### config.mk
export PLATFORM = sky130hd
export DESIGN_NAME = md_issue_queue_flat
export DESIGN_NICKNAME = d
export VERILOG_FILES = /design/src/rtl/md_issue_queue_if.sv /design/src/rtl/md_issue_queue.sv /design/src/flat_wrapper.sv
export SDC_FILE = /design/constraint.sdc
export NUM_CORES = 1
export LEC_CHECK = 0
export CAP_MARGIN = 20
export CORE_MARGIN = 4
export CORE_UTILIZATION = 30
export DETAILED_ROUTE_END_ITERATION = 10
export GPL_TIMING_DRIVEN = 0
export SLEW_MARGIN = 15
export SYNTH_ARGS = -nofsm -noshare
export SYNTH_HDL_FRONTEND = slang
export SYNTH_SLANG_ARGS = --single-unit
### constraint.sdc
create_clock -name clk -period 3.4 [get_ports clk]
set_clock_uncertainty 0.15 [all_clocks]
set_input_delay 0.68 -clock clk [delete_from_list [all_inputs] [get_ports clk]]
set_output_delay 0.68 -clock clk [all_outputs]
set_load 0.05 [all_outputs]
### src/rtl/md_issue_queue_if.sv
// Request and HI/LO-unit handshake bundle for md_issue_queue.
// The slave modport is the queue itself; master is the pipeline/unit side.
interface md_issue_queue_if;
    logic        req_valid;
    logic [2:0]  req_op;
    logic [31:0] req_rs;
    logic [31:0] req_rt;
    logic        req_ready;

    logic        md_start;
    logic [2:0]  md_op;
    logic [31:0] md_rs;
    logic [31:0] md_rt;
    logic        md_busy;

    modport master (
        output req_valid, req_op, req_rs, req_rt,
        input  req_ready,
        input  md_start, md_op, md_rs, md_rt,
        output md_busy
    );

    modport slave (
        input  req_valid, req_op, req_rs, req_rt,
        output req_ready,
        output md_start, md_op, md_rs, md_rt,
        input  md_busy
    );
endinterface

### src/rtl/md_issue_queue.sv
// In-order issue queue in front of the HI/LO multiply/divide unit, with mfhi/mflo stall.
// Optional MD_QUEUE_BYPASS_EN: an accepted request issues in the same cycle when queue and unit are idle.
module md_issue_queue #(
    parameter int DEPTH = 4
) (
    input  logic                         clk,
    input  logic                         reset,
    md_issue_queue_if.slave              bus,
    input  logic                         mf_req,
    output logic                         mf_stall,
    output logic [$clog2(DEPTH+1)-1:0]   count,
    output logic                         op_err
);
    localparam int PW = $clog2(DEPTH);
    localparam int CW = $clog2(DEPTH+1);
    localparam logic [2:0] OP_IDLE = 3'b111;

    // Handshake: a request is taken on a rising edge where req_valid & req_ready;
    // req_ready depends only on registered count. The unit side has no ready:
    // an issue happens in any cycle md_op != 111, and the head pops at that edge.

    logic [2:0]    op_mem [DEPTH];
    logic [31:0]   rs_mem [DEPTH];
    logic [31:0]   rt_mem [DEPTH];
    logic [PW-1:0] wr_ptr;
    logic [PW-1:0] rd_ptr;

    logic take;
    logic legal;
    logic push;
    logic pop;
    logic bypass;

    assign bus.req_ready = (count < CW'(DEPTH));
    assign take          = bus.req_valid & bus.req_ready;
    assign legal         = ~(bus.req_op[2] & bus.req_op[1]);
    assign pop           = (count != '0) & ~bus.md_busy;

`ifdef MD_QUEUE_BYPASS_EN
    assign bypass = take & legal & (count == '0) & ~bus.md_busy;
`else
    assign bypass = 1'b0;
`endif

    assign push     = take & legal & ~bypass;
    assign mf_stall = mf_req & ((count != '0) | bus.md_busy);

    // mthi/mtlo (op[2] set) go out with start low; the unit latches them directly.
    always_comb begin
        bus.md_start = 1'b0;
        bus.md_op    = OP_IDLE;
        bus.md_rs    = '0;
        bus.md_rt    = '0;
        if (pop) begin
            bus.md_op    = op_mem[rd_ptr];
            bus.md_rs    = rs_mem[rd_ptr];
            bus.md_rt    = rt_mem[rd_ptr];
            bus.md_start = ~op_mem[rd_ptr][2];
        end else if (bypass) begin
            bus.md_op    = bus.req_op;
            bus.md_rs    = bus.req_rs;
            bus.md_rt    = bus.req_rt;
            bus.md_start = ~bus.req_op[2];
        end
    end

    always_ff @(posedge clk or negedge reset) begin
        if (!reset) begin
            wr_ptr <= '0;
            rd_ptr <= '0;
            count  <= '0;
            op_err <= 1'b0;
        end else begin
            if (push) wr_ptr <= wr_ptr + PW'(1);
            if (pop)  rd_ptr <= rd_ptr + PW'(1);
            if (push && !pop)
                count <= count + CW'(1);
            else if (!push && pop)
                count <= count - CW'(1);
            if (take && !legal) op_err <= 1'b1;
        end
    end

    // Storage needs no reset: entries are only read once count covers them.
    always_ff @(posedge clk) begin
        if (push) begin
            op_mem[wr_ptr] <= bus.req_op;
            rs_mem[wr_ptr] <= bus.req_rs;
            rt_mem[wr_ptr] <= bus.req_rt;
        end
    end
endmodule

### src/flat_wrapper.sv
// flat-port wrapper written by rule: the top's interface ports become plain ports
module md_issue_queue_flat 
#(
    parameter int DEPTH = 4
)
  (clk, reset, mf_req, mf_stall, count, op_err, bus_req_valid, bus_req_op, bus_req_rs, bus_req_rt, bus_req_ready, bus_md_start, bus_md_op, bus_md_rs, bus_md_rt, bus_md_busy);
  md_issue_queue_if bus_i ();
  input  logic clk;
  input  logic reset;
  input  logic mf_req;
  output logic mf_stall;
  output logic [$clog2(DEPTH+1)-1:0] count;
  output logic op_err;
  input wire logic [$bits(bus_i.req_valid)-1:0] bus_req_valid;
  input wire logic [$bits(bus_i.req_op)-1:0] bus_req_op;
  input wire logic [$bits(bus_i.req_rs)-1:0] bus_req_rs;
  input wire logic [$bits(bus_i.req_rt)-1:0] bus_req_rt;
  output wire logic [$bits(bus_i.req_ready)-1:0] bus_req_ready;
  output wire logic [$bits(bus_i.md_start)-1:0] bus_md_start;
  output wire logic [$bits(bus_i.md_op)-1:0] bus_md_op;
  output wire logic [$bits(bus_i.md_rs)-1:0] bus_md_rs;
  output wire logic [$bits(bus_i.md_rt)-1:0] bus_md_rt;
  input wire logic [$bits(bus_i.md_busy)-1:0] bus_md_busy;
  assign bus_i.req_valid = bus_req_valid;
  assign bus_i.req_op = bus_req_op;
  assign bus_i.req_rs = bus_req_rs;
  assign bus_i.req_rt = bus_req_rt;
  assign bus_req_ready = bus_i.req_ready;
  assign bus_md_start = bus_i.md_start;
  assign bus_md_op = bus_i.md_op;
  assign bus_md_rs = bus_i.md_rs;
  assign bus_md_rt = bus_i.md_rt;
  assign bus_i.md_busy = bus_md_busy;
  md_issue_queue #(.DEPTH(DEPTH)) u_core (.clk(clk), .reset(reset), .bus(bus_i), .mf_req(mf_req), .mf_stall(mf_stall), .count(count), .op_err(op_err));
endmodule
==> out/summary.txt <==
=================================================================================
Result of the run .................................................. complete, no violations
1st-pass router iterations .........................................            4
Share of layout cells above drive strength 1 .......................        0.307
Number of global-route vias before repair ..........................         5566
Final Routed Wirelength ............................................     22100 um
DR WL/cell .........................................................      19.7 um
Number of nets in the layout .......................................          722
Final Wtd Congestion ...............................................        0.654
Total negative slack for setup checks ..............................         0 ps
Clock buffer count from CTS ........................................           29
Via-to-Cell Ratio ..................................................         4.51
Post-route worst hold slack ........................................       306 ps
Maximum vdd drop ...................................................   0.000443 V
Critical path required time ........................................      2570 ps
Final Max Slew Viols ...............................................            0
Worst min-delay path class .........................................  in -> async
P per Cell Area ....................................................   839 nW/um2
Finished Cell Area .................................................    13400 um2
Worst setup endpoint ............................................... bus_md_rt[16]
Count of hold-fix buffers inserted at cts ..........................            0
Starting density of the core .......................................        0.306
Share of synthesized area occupied by flip-flops and latches .......        0.780
Class of the most critical setup path ..............................    in -> out
Clock latency reported for the late side of the worst-skew pair ....       530 ps
Reg2Reg Depth ......................................................           10
Clk buf depth ......................................................            3
Clock tree root buffer cell ........................................    clkbuf_16
H-tree Lvls ........................................................            1
DP Area ............................................................    12700 um2
Net count after synthesis ..........................................          543
Power share of the sequential group ................................        0.380
Arrival time of data at the critical path endpoint .................      2500 ps
Crit Path Max Fanout ...............................................           10
Clock sink count ...................................................          276
Number of routed nets with antenna violations ......................            0
Slew headroom ......................................................        0.593
Maximum achievable frequency .......................................      300 MHz
Pin count of the biggest net entering global routing ...............           44
Final standard cell utilization of the core ........................        0.388
Count of standard-cell rows ........................................           68
Synthesized cell area ..............................................    10600 um2
Global routing usage summed across all routing layers ..............        0.113
Number of flip-flops and latches in the synthesized netlist ........          276
Detailed-route via count ...........................................         5050
Post-synth top area cell ...........................................     edfxtp_1
Die extent in y ....................................................       196 um
Clock network power share ..........................................        0.258
Kind of end point of the critical path .............................   output pin
Global route overflow ..............................................            0
Antenna violations before repair ...................................            1
Die ar. ............................................................    38300 um2
Instance count of the mapped netlist ...............................          465
Area growth from synthesis to layout ...............................        27.0%
Final Power ........................................................      11.3 mW
Global-route wire length before repair .............................     33600 um
Unrepaired setup endpoints after global routing ....................           no
Hold Violations, Final .............................................            0
Cell types occupying the most area after synthesis ................. edfxtp_1 (76%), mux4_2 (14%), nor2b_1 (3.8%)
Final period util ..................................................        0.979
Number of remaining DRC errors .....................................            0
P_leak .............................................................      4.43 nW
Share of the synthesized area in the top cell type .................        0.761
CTS tree ...........................................................          yes
Setup crit start kind ..............................................    input pin
Actual transition at the worst max-transition pin ..................       610 ps
Core box area ......................................................    34600 um2
Number of diodes added for antenna fixing ..........................            0
Final-report setup violation count .................................            0
Switching part of the total power ..................................        0.340
Die span in x ......................................................       196 um
Final HPWL from detailed placement .................................     13600 um
Clock slew seen by the registers of the worst setup and hold paths .        60 ps
CP Launch Point ....................................................  bus_md_busy
Mean cell area of the mapped netlist ...............................     22.8 um2
Shortest period the worst path allows ..............................      3330 ps
Reg-to-reg critical path endpoint .................................. u_core.count[2]$_DFFE_PN0P_
Top-Level Pins .....................................................          146
Combinational fraction of design power .............................        0.362
Ys Warns ...........................................................            0
Post-synthesis cell type count .....................................           26
Reg2reg setup slack ................................................       690 ps
Max-cap viol count .................................................            0
Switching power total ..............................................      3.83 mW
Launching point of the worst reg2reg path .......................... u_core.count[2]$_DFFE_PN0P_
Initial drt markers ................................................          260
Buffers on Ports ...................................................          145
Internal Power .....................................................      7.45 mW
=================================================================================
[stage by stage]
step                      cells  worst slack (ps)
after floorplan             465               416
after global placement     1065              -785
after detailed placement   1069              -754
after CTS                  1121             -1.91
after global routing       1120             0.747
final                      1120              69.8
[worst min path at each step]
| stage | startpoint | slack (ps) | endpoint |
|---|---|---|---|
| after floorplan | reset | 230 | u_core.count[0]$_DFFE_PN0P_ |
| after global placement | u_core.op_err$_DFFE_PN0P_ | 320 | u_core.op_err$_DFFE_PN0P_ |
| after detailed placement | u_core.op_err$_DFFE_PN0P_ | 330 | u_core.op_err$_DFFE_PN0P_ |
| after CTS | reset | 290 | u_core.op_err$_DFFE_PN0P_ |
| after global routing | reset | 300 | u_core.op_err$_DFFE_PN0P_ |
| final | reset | 310 | u_core.op_err$_DFFE_PN0P_ |
[power by group through the flow]
stage | Sequential, mW | Clock [mW] | Combinational [mW]
final | 4.28 | 2.91 | 4.08
after global routing | 4.32 | 3.17 | 4.36
after CTS | 4.28 | 3.02 | 4.28
after detailed placement | 4.34 | 0 | 4.39
after global placement | 4.35 | 0 | 4.32
after floorplan | 4.39 | 0 | 2.93
[what timing repair did]
action / 4_1_cts / 5_1_grt
endpoints found under the setup margin: 68 / 44
pin swaps: 0 / 1
gates resized for setup: 225 / 67
setup buffers: 0 / 0
[Yosys cell counts]
| library cell | n |
|---|---|
| clkbuf_1 | 5 |
| inv_1 | 5 |
| nor2b_1 | 64 |
| mux4_2 | 67 |
| buf_4 | 2 |
| mux2_2 | 2 |
| o41a_1 | 1 |
| nor2_1 | 1 |
| nand2_1 | 1 |
| and2_1 | 4 |
| dfrtp_1 | 8 |
| ha_1 | 5 |
| buf_2 | 10 |
| fa_1 | 1 |
| nor3_2 | 1 |
| nor3b_1 | 1 |
| buf_1 | 3 |
| and3_1 | 1 |
| xor2_1 | 2 |
| or3_1 | 3 |
| xnor2_1 | 4 |
| a41o_1 | 1 |
| or2_1 | 1 |
| edfxtp_1 | 268 |
| buf_8 | 1 |
| buf_6 | 3 |
[critical path: stages]
cell and delay, ps:
clkdlybuf4s50_1 570, or2_1 330, buf_4 210, clkbuf_4 210
nor2b_1 120, clkdlybuf4s18_2 370
[cells in the final DEF (no fill, tap or decap), drive strengths merged, types with 3 or more instances in the layout]
cell,instances
buf,54
and2,4
clkinv,18
clkbuf,50
nor2b,64
clkdlybuf4s15,17
xnor2,4
clkdlybuf4s50,77
mux4,67
edfxtp,268
inv,5
dfrtp,8
or3,3
ha,5
clkdlybuf4s18,4
[cell type report]
cell class	count	area, um2
buffer	23	173
clock buffer	31	733
clock inverter	21	149
fill	3132	21200
inverter	5	18.8
multi-input combinational	160	2190
sequential	276	8250
tap	455	569
timing repair buffer	149	1360
[state kept, by name, indices dropped and copies added (netlist names)]
register,count
u_core.op_err,1
u_core.wr_ptr,2
u_core.op_mem,12
u_core.rd_ptr,2
u_core.count,3
u_core.rs_mem,128
u_core.rt_mem,128
[cells by family (layout without fill, tap and decap cells)]
kind of cell               Yosys count  count (layout)  share of synthesized area
xor gates and xnor gates             6               6                    0.00497
and+or+nand+nor                     77              77                     0.0455
AOI/OAI and AO/OA                    2               2                    0.00201
DFF                                276             276                      0.780
muxes                               69              69                      0.145
adders and majority gates            6               6                    0.00781
buffers and inverters               29             229                     0.0154
[per-layer routing]
layer  global-route usage  share of wire
met5                    0        0.00059
met4               0.0282          0.021
met2                0.192           0.49
met3               0.0275          0.056
met1                0.148           0.43
Note: power is estimated with default switching activity, not from simulation.
